$ cat config.mk
export PLATFORM = sky130hd
export DESIGN_NAME = iexecute_pipe
export DESIGN_NICKNAME = d
export VERILOG_FILES = /design/src/rtl/iexecute_pipe.sv
export SDC_FILE = /design/constraint.sdc
export NUM_CORES = 2
export LEC_CHECK = 0
export ABC_AREA = 0
export CAP_MARGIN = 10
export CELL_PAD_IN_SITES_DETAIL_PLACEMENT = 0
export CELL_PAD_IN_SITES_GLOBAL_PLACEMENT = 1
export CORE_MARGIN = 2
export CORE_UTILIZATION = 47
export DETAILED_ROUTE_END_ITERATION = 16
export PLACE_DENSITY_LB_ADDON = 0.1
export SYNTH_ARGS = -nofsm -noshare
export SYNTH_HDL_FRONTEND = slang
export SYNTH_SLANG_ARGS = --single-unit
export TNS_END_PERCENT = 5
$ cat constraint.sdc
create_clock -name clk -period 10.35 [get_ports clk]
set_input_delay 1.5525 -clock clk [delete_from_list [all_inputs] [get_ports clk]]
set_output_delay 1.5525 -clock clk [all_outputs]
set_load 0.005 [all_outputs]
$ cat src/rtl/iexecute_pipe.sv
// Registered, handshaked execute stage: ALU, zero flag, branch target and an iterative shift-add MUL.
// Single-cycle ops complete at the accept edge; MUL completes WIDTH edges after accept.
module iexecute_pipe #(
    parameter int WIDTH      = 64,
    parameter bit MUL_ENABLE = 1'b1
) (
    input  logic             clk,
    input  logic             reset_n,
    input  logic             flush,
    input  logic             in_valid,
    output logic             in_ready,
    input  logic [WIDTH-1:0] cur_pc,
    input  logic [WIDTH-1:0] read_data1,
    input  logic [WIDTH-1:0] read_data2,
    input  logic [WIDTH-1:0] sign_extended_output,
    input  logic [1:0]       alu_op,
    input  logic [10:0]      opcode,
    input  logic             alu_src,
    output logic             out_valid,
    input  logic             out_ready,
    output logic [WIDTH-1:0] branch_target,
    output logic [WIDTH-1:0] alu_result,
    output logic             zero,
    output logic             illegal
);

    localparam int CNT_W = $clog2(WIDTH + 1);
    localparam logic [CNT_W-1:0] CNT_INIT = CNT_W'(WIDTH);
    localparam logic [CNT_W-1:0] CNT_ONE  = CNT_W'(1);

    localparam logic [0:0] ST_IDLE = 1'b0;
    localparam logic [0:0] ST_MUL  = 1'b1;

    localparam logic [10:0] OPC_ADD = 11'b10001011000;
    localparam logic [10:0] OPC_SUB = 11'b11001011000;
    localparam logic [10:0] OPC_AND = 11'b10001010000;
    localparam logic [10:0] OPC_ORR = 11'b10101010000;
    localparam logic [10:0] OPC_MUL = 11'b10011011000;

    function automatic void alu_eval(
        input  logic [1:0]              aop,
        input  logic [10:0]             opc,
        input  logic signed [WIDTH-1:0] a,
        input  logic signed [WIDTH-1:0] b,
        output logic signed [WIDTH-1:0] res,
        output logic                    ill,
        output logic                    is_mul
    );
        res    = '0;
        ill    = 1'b0;
        is_mul = 1'b0;
        case (aop)
            2'b00: res = a + b;
            2'b01: res = b;
            2'b10: begin
                case (opc)
                    OPC_ADD: res = a + b;
                    OPC_SUB: res = a - b;
                    OPC_AND: res = a & b;
                    OPC_ORR: res = a | b;
                    OPC_MUL: begin
                        if (MUL_ENABLE) is_mul = 1'b1;
                        else            ill    = 1'b1;
                    end
                    default: ill = 1'b1;
                endcase
            end
            default: ill = 1'b1;
        endcase
    endfunction

    logic [0:0]              state;
    logic [CNT_W-1:0]        mul_cnt;
    logic signed [WIDTH-1:0] mcand_p0;
    logic signed [WIDTH-1:0] mplier_p0;
    logic signed [WIDTH-1:0] acc_p0;
    logic signed [WIDTH-1:0] bt_p0;

    logic                    vld_p1;
    logic signed [WIDTH-1:0] res_p1;
    logic signed [WIDTH-1:0] bt_p1;
    logic                    zero_p1;
    logic                    ill_p1;

    logic signed [WIDTH-1:0] opa_s;
    logic signed [WIDTH-1:0] opb_s;
    logic signed [WIDTH-1:0] bt_in;
    logic signed [WIDTH-1:0] eval_res;
    logic                    eval_ill;
    logic                    eval_mul;
    logic signed [WIDTH-1:0] acc_next;
    logic                    out_free;
    logic                    accept;
    logic                    mul_last;
    logic                    mul_done;
    logic                    mul_step;

    assign opa_s = read_data1;
    assign opb_s = alu_src ? sign_extended_output : read_data2;
    assign bt_in = cur_pc + (sign_extended_output << 2);

    always_comb begin
        eval_res = '0;
        eval_ill = 1'b0;
        eval_mul = 1'b0;
        alu_eval(alu_op, opcode, opa_s, opb_s, eval_res, eval_ill, eval_mul);
    end

    assign out_free = !vld_p1 || out_ready;
    assign in_ready = reset_n && (state == ST_IDLE) && out_free && !flush;
    assign accept   = in_valid && in_ready;

    // A finished MUL waits on its last iteration until the output register can take it
    assign mul_last = (state == ST_MUL) && (mul_cnt == CNT_ONE);
    assign mul_done = mul_last && out_free;
    assign mul_step = (state == ST_MUL) && !(mul_last && !out_free);
    assign acc_next = mplier_p0[0] ? (acc_p0 + mcand_p0) : acc_p0;

    // Stage p0: multiplier operand capture and shift-add iteration
    always_ff @(posedge clk) begin
        if (accept && eval_mul) begin
            mcand_p0  <= opa_s;
            mplier_p0 <= opb_s;
            acc_p0    <= '0;
            bt_p0     <= bt_in;
        end else if (mul_step) begin
            acc_p0    <= acc_next;
            mcand_p0  <= mcand_p0 << 1;
            mplier_p0 <= mplier_p0 >> 1;
        end
    end

    // Stage p1: sequencing and the EX/MEM-facing output register
    always_ff @(posedge clk) begin
        if (!reset_n) begin
            state   <= ST_IDLE;
            mul_cnt <= '0;
            vld_p1  <= 1'b0;
            res_p1  <= '0;
            bt_p1   <= '0;
            zero_p1 <= 1'b0;
            ill_p1  <= 1'b0;
        end else if (flush) begin
            state   <= ST_IDLE;
            mul_cnt <= '0;
            vld_p1  <= 1'b0;
        end else begin
            if (accept && eval_mul) begin
                state   <= ST_MUL;
                mul_cnt <= CNT_INIT;
            end else if (mul_done) begin
                state   <= ST_IDLE;
                mul_cnt <= '0;
            end else if (mul_step) begin
                mul_cnt <= mul_cnt - CNT_ONE;
            end

            if (accept && !eval_mul) begin
                vld_p1  <= 1'b1;
                res_p1  <= eval_res;
                bt_p1   <= bt_in;
                zero_p1 <= (eval_res == '0);
                ill_p1  <= eval_ill;
            end else if (mul_done) begin
                vld_p1  <= 1'b1;
                res_p1  <= acc_next;
                bt_p1   <= bt_p0;
                zero_p1 <= (acc_next == '0);
                ill_p1  <= 1'b0;
            end else if (out_ready) begin
                vld_p1  <= 1'b0;
            end
        end
    end

    assign out_valid     = vld_p1;
    assign alu_result    = res_p1;
    assign branch_target = bt_p1;
    assign zero          = zero_p1;
    assign illegal       = ill_p1;

endmodule

* Word-level counts from Yosys, hierarchy flattened
Cells that the tools add are included.
** Word-level totals
- Register bits :: 395
- Output and inout bits :: 132
- Word-level logic and storage cells :: 86
** Cells by class
- Mux-type cells :: 27
- Reduce and logical (&&, ||, !) cells :: 29
- Eq/ne operators :: 8
- Add/subtract/negate cells :: 5
- Bitwise operators :: 5
** Operator list (count)
- 64-bit 2-to-1 mux :: 10
- 64-bit one-hot mux with 4 select lines :: 1
- 64-bit adder :: 3
- 64-bit one-hot mux with 3 select lines :: 1
- 64-bit logical NOT :: 2
- 64-bit bitwise AND :: 1
- 64-bit OR :: 1
- 64-bit subtractor :: 1
- 11-bit equality test (second input constant) :: 5
- 7-bit 2-to-1 mux :: 3
- 1-bit 2-to-1 mux :: 11
- 1-bit logical AND :: 10
- 7-bit by 1-bit equality test with 1-bit output (second input constant) :: 1
- 7-bit by 1-bit subtractor with 7-bit output (second input constant) :: 1
- 2-bit nonzero test :: 3
- 3-bit nonzero test :: 2
- 1-bit logical NOT :: 5
- 5-bit OR reduction :: 1
- 2-bit OR reduction :: 2
- 4-bit OR reduction :: 1
- 1-bit inverter :: 3
- 2-bit by 1-bit equality test with 1-bit output (second input constant) :: 1
- 2-bit equality test (second input constant) :: 1
- 2-bit logical NOT :: 1
- 3 further kinds :: 3

* Longest topological paths before layout
- Depth after elaboration :: 9
- Mapped depth :: 22
- Depth with buffers taken out :: 19

* Worst setup path before layout
Ideal clock, no wire load.
- Kind :: input -> register
- From :: input opcode[1]
- To :: register mcand_p0[0], enable pin
- Path slack :: 2.820 ns
- Setup time :: 0.481 ns
- Arrival :: 7.049 ns
- Data required time :: 9.869 ns
- Stages on the path :: 8
- Path through :: or4_1 -> nor4_1 -> nand3_1 -> clkbuf_1 -> clkinv_1 -> nor2_1 -> clkbuf_1 -> inv_1
** Between the ends
- Cells in the longest elaborated chain, start to end :: 5
** RTL lines
- from (decl) :: line 17 : input logic [10:0] opcode,
- 11-bit equality test :: line 56 : case (opc)
- 1-bit 2-to-1 mux :: line 56
- 1-bit 2-to-1 mux :: line 52 : case (aop)
- 1-bit logical AND :: line 121 : if (accept && eval_mul) begin
- 2-bit nonzero test (no line)
- to (signal assigned) :: line 122 : mcand_p0 <= opa_s;
- to (signal assigned) :: line 128 : mcand_p0 <= mcand_p0 << 1;
- to (decl) :: line 74 : logic signed [WIDTH-1:0] mcand_p0;
Every way passes these cells.
A chain may end at the register's enable or synchronous reset.

* Worst setup path in the final report
- From :: input alu_src
- To :: register zero_p1, in the netlist zero
** Between the ends
- Cells in the longest elaborated chain, start to end :: 6
- Elaborated cells on any way between the ends :: 9
** RTL lines
- from (decl) :: line 18 : input logic alu_src,
- 64-bit 2-to-1 mux (*) :: line 99 : assign opb_s = alu_src ? sign_extended_output : read_data2;
- 64-bit subtractor (tied with other cells) :: line 58 : OPC_SUB: res = a - b;
- 64-bit one-hot mux with 4 select lines :: line 56
- 64-bit one-hot mux with 3 select lines (*) :: line 52
- 64-bit logical NOT (*) :: line 162 : zero_p1 <= (eval_res == '0);
- 1-bit 2-to-1 mux (*) :: line 158 : if (accept && !eval_mul) begin
- to (signal assigned) :: line 162
- to (signal assigned) :: line 168 : zero_p1 <= (acc_next == '0);
- to (decl) :: line 82 : logic zero_p1;
Mark *: on every way between the ends. The rest lies on a longest branch, timed or not.

==> flow_summary.ini <==
[sta]
hold_ws_ns = 0.450
setup_viol = 0
worst_slack_ns = 2.22
max_slew_margin_pct = 7.14
rsz0062_at_grt = no
fin_skew_ns = 0.0293
finalCritPeriodShare_pct = 78.6
clock.fmax_mhz = 123
hold_viol_final = 0
worstMarginPinSlew_ns = 1.35
tns_ns = 0
min_period_ns = 8.13
slew_violations = 0

[yosys]
synth_area_per_cell_sq_um = 7.71
ys_async_sr_fraction_pct = 0
seq_area_frac_synth_pct = 26.9
synth_flop_cell = dfxtp_1
yosysUniqueCellTypes = 95
syn_area_sq_um = 36500
synth_commonest_cells = nand2_1 (631), a21oi_1 (497), o21ai_0 (414), ha_1 (357), nor2_1 (314)
synth-seq-cells = 395
synth.area.top_cells = edfxtp_1 (16%), ha_1 (12%), dfxtp_1 (11%)
yosysWarnings = 0
synth_fp_nets = 5371
synth_edf_count = 192
yosysTopAreaCellShare_pct = 15.8
syn_inst = 4735
yosysMostFrequentCell = nand2_1
synth_top_area_cell = edfxtp_1

[worst_setup_path]
cp-end-kind = flip-flop
crit_fanout = 34
reg2reg_from = mcand_p0[6]
required_ns = 10.89
path_class = input pin to flip-flop
cp.arrival_ns = 8.67
r2r-end = zero
reg2regPathDepth = 15
cp-start-kind = input pin
r2r_slack_ns = 4.81

[clocking]
cts.sinks = 395
postCtsSetupRepairBufs = 0
clk_latency_ns = 0.63
root_buffer = clkbuf_16
path_clk_slew_ns = 0.06
cts_tree = done
cts-resized-gates = 0
cts_buffers = 47
clk_path_buf_depth = 3
cts_hold_buf = 0
htreeDepth = 2

[pwr]
p_clk_share_pct = 36.5
switching_share_pct = 35.2
power_density_nw_per_um2 = 119
combPwrFrac_pct = 30.9
seqPwrFrac_pct = 32.6
peakVddDrop_mv = 0.128
p_sw_mw = 1.81
total_power_mw = 5.14
p_int_mw = 3.33
leakagePower_nw = 18.1

[worst_hold_path]
min_path_cells = 2
hold_path.class = flip-flop to flip-flop
hp-start = alu_result[36]
holdPathEnd = alu_result[36]

[drt]
vias = 39300
drt_wl_total_microns = 170000
drc = 0
wl_per_cell_microns = 27.9
drt_iter0_markers = 5143
dr.pass1.iters = 7
routed_via_density = 6.47
postRouteAntennaNets = 0

[outcome]
outcome = finished clean

[floorplanning]
ioPinCount = 407
core_area_sq_um = 77200
placementRows = 102
die_y_microns = 283
fp.dieW_microns = 283
die_area_sq_um = 79900
start_util_pct = 47.3

[place]
post-place-ws_ns = 1.84
port_buffers = 406
dp.cells = 5984
gp_congestion = 1.05
placed_area_sq_um = 41500
dp_hpwl_microns = 134000

[layout]
postLayoutCoreUtil_pct = 56.0
drive_gt1_share_pct = 4.47
area_growth_syn_to_layout_pct = 18.5
instances_no_fill = 6085
fin_area_sq_um = 43200
final_nets = 5629

[global_routing]
grt_pass1_wl_microns = 241000
grt_pass1_vias = 35800
grtUsageTotal_pct = 40.9
grt_max_degree = 149
antenna_found_initial = 20
grt_overflow = 0

[job]
drv_cap = 0
worst max-delay path, cell delays in order:
cell and delay [ns]:
buf_4 0.58, mux2i_1 0.46, inv_1 0.18, ha_1 0.21, inv_1 0.07, fa_1 0.43
or2_2 0.31, a21oi_1 0.38, o21ai_0 0.21, a31oi_1 0.62, a21o_1 0.25, a21oi_1 0.12
xnor2_1 0.14, a221oi_1 1.09, nand4_1 0.17, or4_1 0.60, nor4_1 0.64, and4_1 0.37
a31oi_1 0.14, o31ai_2 0.08
worst max-delay path by stage:
stage | from | slack [ns] | endpoint
final | alu_src | 2.22 | zero
after detailed placement | alu_src | 1.84 | zero
after CTS | alu_src | 2.49 | zero
after floorplan | opcode[1] | 2.82 | mcand_p0[0]
after global placement | alu_src | 1.78 | zero
after global routing | alu_src | 2.21 | zero
state kept, by name (all words and copies together) (netlist names):
register       count
mul_cnt            7
zero               1
mplier_p0         64
alu_result        64
acc_p0            64
bt_p0             64
branch_target     64
out_valid          1
mcand_p0          64
state              1
illegal            1
final cells by class:
class	count	area, sq um
Clock buffer	57	1310
Tap cell	1040	1300
Inverter	223	842
Antenna cell	13	32.5
Fill cell	7387	34000
Sequential cell	395	9830
Multi-Input combinational cell	3847	24900
Timing Repair Buffer	479	4630
Clock inverter	31	415
cell families (layout without fill, tap and decap cells):
kind of cell	after synthesis	in the layout	share of synthesized area, %
AOI/OAI and AO/OA	1606	1606	27.5
xor gates and xnor gates	175	175	4.20
adders and majority gates	361	361	12.5
buffers and inverters	493	790	5.09
DFF	395	395	26.9
muxes	124	124	3.45
other	0	13	0
and+or+nand+nor	1581	1581	20.4
power groups by stage:
| stage | clock [mW] | sequential, mW | combinational [mW] |
|---|---|---|---|
| final | 1.87 | 1.68 | 1.59 |
| after global routing | 1.94 | 1.68 | 1.67 |
| after CTS | 1.88 | 1.68 | 1.53 |
| after detailed placement | 0 | 1.71 | 1.52 |
| after global placement | 0 | 1.71 | 1.52 |
| after floorplan | 0 | 1.71 | 0.894 |
layout by cell type (no fill, tap or decap), types with 19 or more instances in the layout:
cell type and count:
nand2_1 630, a21oi_1 497, o21ai_0 413, clkdlybuf4s50_1 404, ha_1 357, nor2_1 309, inv_1 219, dfxtp_1 203
edfxtp_1 192, nand3_1 167, mux2i_1 111, xnor2_1 110, a21o_1 96, nor3_1 70, buf_4 69, xor2_1 65
o211ai_1 64, nand2b_1 57, nand4_1 54, clkbuf_16 50, nor2b_1 48, a211oi_1 48, nor4_1 47, o22ai_1 45
a31oi_1 41, o21a_1 39, o211a_1 39, o31ai_1 35, o21bai_1 34, or3_1 29, and3_1 28, o21ai_1 26
and2_1 22, a221oi_1 21, a211o_1 21, or4_1 19
metal layers:
| metal | track usage (%) | vias up | share of wire (%) |
|---|---|---|---|
| li1 | - | 17800 | - |
| met1 | 57.1 | 18900 | 42 |
| met2 | 59.8 | 2271 | 42 |
| met3 | 9.12 | 344 | 11 |
| met4 | 18.8 | 8 | 5.1 |
| met5 | 0 | - | 0.032 |
(Power assumes the default switching activity.)
